**src/rtl/mem_arbiter.sv**
```systemverilog
// Two-port (fetch/data) arbiter onto a single backing memory: IDLE->ISSUE->WAIT->RESP.
// Define ARB_ROUND_ROBIN_EN for round-robin arbitration; default is fixed data-port priority.
module mem_arbiter #(
  parameter int ADDR_W  = 32,
  parameter int DATA_W  = 32,
  parameter int TIMEOUT = 64
) (
  input  logic              clk_i,
  input  logic              rst_i,
  input  logic              if_req_i,
  input  logic [ADDR_W-1:0] if_addr_i,
  output logic [DATA_W-1:0] if_rdata_o,
  output logic              if_ack_o,
  input  logic              dm_req_i,
  input  logic              dm_we_i,
  input  logic [ADDR_W-1:0] dm_addr_i,
  input  logic [DATA_W-1:0] dm_wdata_i,
  output logic [DATA_W-1:0] dm_rdata_o,
  output logic              dm_ack_o,
  output logic              mem_en_o,
  output logic              mem_we_o,
  output logic [ADDR_W-1:0] mem_addr_o,
  output logic [DATA_W-1:0] mem_wdata_o,
  input  logic [DATA_W-1:0] mem_rdata_i,
  input  logic              mem_ack_i,
  output logic              stall_o,
  output logic              err_o
);
  typedef enum logic [1:0] {IDLE, ISSUE, WAIT, RESP} state_t;

  localparam logic [7:0] TO = 8'(TIMEOUT);

  state_t            state;
  logic [7:0]        cnt;
  logic              sel_dm;
  logic              we_lat;
  logic              grant_dm;
  logic [DATA_W-1:0] rd_val;

`ifdef ARB_ROUND_ROBIN_EN
  logic prio_dm;
  assign grant_dm = dm_req_i & (~if_req_i | prio_dm);
`else
  assign grant_dm = dm_req_i;
`endif

  // a timeout completes with zero read data
  assign rd_val  = mem_ack_i ? mem_rdata_i : '0;
  assign stall_o = (if_req_i & ~if_ack_o) | (dm_req_i & ~dm_ack_o);

  always_ff @(posedge clk_i or negedge rst_i) begin
    if (!rst_i) begin
      state       <= IDLE;
      cnt         <= '0;
      sel_dm      <= 1'b0;
      we_lat      <= 1'b0;
      if_rdata_o  <= '0;
      if_ack_o    <= 1'b0;
      dm_rdata_o  <= '0;
      dm_ack_o    <= 1'b0;
      mem_en_o    <= 1'b0;
      mem_we_o    <= 1'b0;
      mem_addr_o  <= '0;
      mem_wdata_o <= '0;
      err_o       <= 1'b0;
`ifdef ARB_ROUND_ROBIN_EN
      prio_dm     <= 1'b1;
`endif
    end else begin
      if_ack_o <= 1'b0;
      dm_ack_o <= 1'b0;
      err_o    <= 1'b0;
      case (state)
        IDLE: begin
          if (if_req_i | dm_req_i) begin
            sel_dm      <= grant_dm;
            we_lat      <= grant_dm & dm_we_i;
            mem_en_o    <= 1'b1;
            mem_we_o    <= grant_dm & dm_we_i;
            mem_addr_o  <= grant_dm ? dm_addr_i : if_addr_i;
            mem_wdata_o <= grant_dm ? dm_wdata_i : '0;
`ifdef ARB_ROUND_ROBIN_EN
            prio_dm     <= ~grant_dm;
`endif
            state       <= ISSUE;
          end
        end
        ISSUE: begin
          mem_en_o <= 1'b0;
          mem_we_o <= 1'b0;
          cnt      <= 8'd1;
          state    <= WAIT;
        end
        WAIT: begin
          if (mem_ack_i || cnt == TO) begin
            if (sel_dm) begin
              dm_ack_o <= 1'b1;
              if (!we_lat) dm_rdata_o <= rd_val;
            end else begin
              if_ack_o   <= 1'b1;
              if_rdata_o <= rd_val;
            end
            err_o <= ~mem_ack_i;
            cnt   <= '0;
            state <= RESP;
          end else begin
            cnt <= cnt + 8'd1;
          end
        end
        default: state <= IDLE;
      endcase
    end
  end
endmodule

```
**config.mk**
```make
export PLATFORM = sky130hd
export DESIGN_NAME = mem_arbiter
export DESIGN_NICKNAME = d
export VERILOG_FILES = /design/src/rtl/mem_arbiter.sv
export SDC_FILE = /design/constraint.sdc
export NUM_CORES = 1
export LEC_CHECK = 0
export ABC_AREA = 1
export CAP_MARGIN = 20
export CORE_MARGIN = 4
export CORE_UTILIZATION = 43
export CTS_CLUSTER_SIZE = 28
export DETAILED_ROUTE_END_ITERATION = 10
export PLACE_DENSITY = 0.81
export SETUP_SLACK_MARGIN = 0.5
export SLEW_MARGIN = 15
export SYNTH_ARGS = -nofsm -noshare
export SYNTH_HDL_FRONTEND = slang
export SYNTH_SLANG_ARGS = --single-unit
export TNS_END_PERCENT = 20
```
**constraint.sdc**
```tcl
create_clock -name clk_i -period 2.2 [get_ports clk_i]
set_input_delay 0.44 -clock clk_i [delete_from_list [all_inputs] [get_ports clk_i]]
set_output_delay 0.44 -clock clk_i [all_outputs]
set_load 0.03 [all_outputs]
```
==> flow_summary.yaml <==
timing:
  finalSetupTns_ns: 0
  fmax_mhz: 523
  worst_pin_slew_ns: 0.711
  rsz0062_at_grt: "yes"
  hold_violations: 0
  period_minus_slack_ns: 1.91
  fin_crit_sh_pct: 87.0
  finalClockSkew_ns: 0.00800
  maxSlewViolCount: 0
  setup_viol: 0
  fin_ws_ns: 0.286
  relSlewSlack_pct: 52.6
yosys:
  syn_area_per_cell_um2: 9.11
  ys.flop_type: "dfrtp_1"
  synth-async-reset-ratio_pct: 100
  ys_warn_count: 0
  synth_top_area_cell: "dfrtp_1"
  synth-simple-area-share_pct: 24.9
  synth_nets: 841
  synth_xor_area_share_pct: 0.411
  synth_fa_ha_area_share_pct: 1.18
  netlist_area_um2: 6390
  synthDominantCellAreaShare_pct: 56.8
  synth_edf_count: 0
  synthMuxAreaShare_pct: 0
  synth_top_family_by_area: "simple AND/OR/NAND/NOR gates"
  synth_cell_types: 28
  ys_seq_area_share_pct: 56.8
  synth_cells: 701
  synth_compound_area_share_pct: 9.05
  synth_area_leaders: "dfrtp_1 (57%), nand2_1 (14%), nand4_1 (6.6%)"
  ys_ff_latch: 145
critical_path:
  worstPathCellList: "clkdlybuf4s50_1"
  crit-reg2reg-launch: "state[0]$_DFFE_PN0P_"
  crit_type: "register to output pin"
  path_depth: 1
  end_kind: "output pin"
  cpLargestDelayFamily: "buffers and inverters"
  r2r_end: "state[1]$_DFFE_PN0P_"
  cp_slowest_stage_delay_ns: 0.71
  arrival_ns: 1.47
  critPathLaunch: "dm_rdata_o[1]$_DFFE_PN0P_"
  cp_max_fo: 2
  r2r_slack_ns: 0.44
  startpoint_type: "register"
  cp_slowest_cell: "clkdlybuf4s50_1"
  crit_buf_inv: 1
  crit_end: "dm_rdata_o[1]"
  reg2reg_depth: 8
  cp.required_ns: 1.76
floorplanning:
  start_util_pct: 43.9
  fp.dieH_um: 130
  num_io_pins: 268
  die_x_um: 130
  num_rows: 44
  core-area_um2: 14500
  design.die.area_um2: 16900
detailed_routing:
  drtAntennaViolNets: 0
  first_iter_violations: 399
  first_pass_iters: 5
  wl_per_cell_um: 17.3
  vias: 5965
  viasPerCell: 5.16
  drc_errors: 0
  routed_wl_mm: 20.0
clocking:
  cts-root-buf: "clkbuf_16"
  cts_buffers: 17
  clkLatencyLatePin_ns: 0.42
  htree_levels: 4
  clock_path_buffers: 2
  clk_pin_slew_worst_paths_ns: 0.06
  cts_tree: "done"
  cts_sinks: 145
power:
  ir_drop_mv: 0.803
  total_leakage_power_nw: 4.85
  p_per_area_nw_per_um2: 1500
worst_hold_path:
  hp-class: "register to register"
  hp-start: "dm_rdata_o[26]$_DFFE_PN0P_"
global_routing:
  overflow: 0
  track_usage_pct: 23.0
  antenna_found_initial: 0
  grt_first_pass_wirelength_mm: 30.4
  grt_pass1_vias: 5934
  grt_max_degree: 52
placement:
  gp_congestion: 0.861
  dp.cells: 1119
  dp_slack_ns: 0.211
  hpwlAfterDp_mm: 13.9
  portBuffers: 267
cells_and_area:
  syn_to_final_growth_pct: 54.3
  fin_util_pct: 67.8
  layout-drive-gt1-share_pct: 6.89
  layout.nets: 1099
  num_antenna_cells: 0
  nFillCells: 1160
  layout.cells.non_filler: 1156
run_status:
  outcome: "finished, final reports clean"
run:
  drv_cap: 0
==> tightest hold or removal path: cells and delay by family, from the launching register on <==
kind	cells	cell delay, ns
flip-flops	1	0.34
AND/OR/NAND/NOR	2	0.09
==> cell usage in the layout (no fill, tap or decap), types with 17 or more instances in the layout <==
cell	instances
nand2_1	241
clkdlybuf4s50_1	222
dfrtp_1	145
nand4_1	67
inv_1	47
nor2_1	43
dlygate4sd2_1	39
a22o_1	33
a31oi_1	32
clkbuf_16	17
==> repair_timing <==
action | CTS | global route
pin swaps | 0 | 1
buffers inserted | 0 | 2
endpoints found under the hold margin | 37 | 0
gates cloned | 0 | 2
endpoints found under the setup margin | 203 | 208
resized for setup | 43 | 6
hold buffers | 1 | 0
==> area by class of cell <==
cell class              instances  area [µm²]  share of cell area [%]
clock buffers                  18         429                    4.36
clock inverters                14         188                    1.90
inverters                      53         199                    2.02
multi-input cells             455        2330                    23.6
flip-flops and latches        145        3630                    36.8
well taps                     184         230                    2.34
repair buffers                287        2850                    28.9
==> per-layer routing <==
layer | up-vias | global-route usage, % | part of all wire (%)
li1 | 2855 | - | -
met1 | 2837 | 27.7 | 39
met2 | 249 | 38.1 | 48
met3 | 24 | 8.92 | 10
met4 | 0 | 7.70 | 2.0
met5 | - | 0 | 0
==> synthesized netlist by cell type (5+ instances only) <==
library cell and n:
a31oi_1 32, nand2_1 241, ha_1 6, inv_1 48, nor3_1 5, o21ai_0 6
nor2_1 43, dfrtp_1 145, clkbuf_1 20, nand4_1 67, a22o_1 33, buf_2 16
buf_6 9
==> report_power, final <==
group	switching, mW	leakage, nW	internal [mW]
logic	4.58	2.73	2.75
registers	0.636	1.82	3.81
clock network	1.13	0.304	1.90
total	6.34	4.85	8.45
==> state kept, by name (all words and copies together), names as in the netlist <==
signal and cells:
cnt 8, dm_ack_o 1, dm_rdata_o 32, err_o 1
if_ack_o 1, if_rdata_o 32, mem_addr_o 32, mem_en_o 1
mem_wdata_o 32, mem_we_o 1, sel_dm 1, state 2
we_lat 1
==> cell families after synthesis <==
logic type | count (synthesis)
buffers and inverters | 103
AO/OA/AOI/OAI | 79
flip-flops | 145
AND/OR/NAND/NOR | 365
XOR/XNOR | 3
adder cells (fa/ha/maj) | 6
==> stage by stage <==
step,hold slack (ns),cell area [µm²],total power [mW]
2_1_floorplan,0.144,6400,8.77
3_3_place_gp,0.433,9200,11.8
3_5_place_dp,0.435,9200,12.0
4_1_cts,0.400,9780,14.8
5_1_grt,0.481,9850,15.6
6_report,0.463,9850,14.8
==> how the worst min path moves through the flow <==
stage                     cells after the start                    endpoint  slack [ns]
after floorplan                               0          cnt[0]$_DFFE_PN0P_        0.14
after global placement                        1   if_rdata_o[6]$_DFFE_PN0P_        0.43
after detailed placement                      1   if_rdata_o[6]$_DFFE_PN0P_        0.44
after CTS                                     4          cnt[0]$_DFFE_PN0P_        0.40
after global routing                          4          cnt[0]$_DFFE_PN0P_        0.48
final                                         2  dm_rdata_o[26]$_DFFE_PN0P_        0.46
Note: power is estimated with default switching activity, not from simulation.
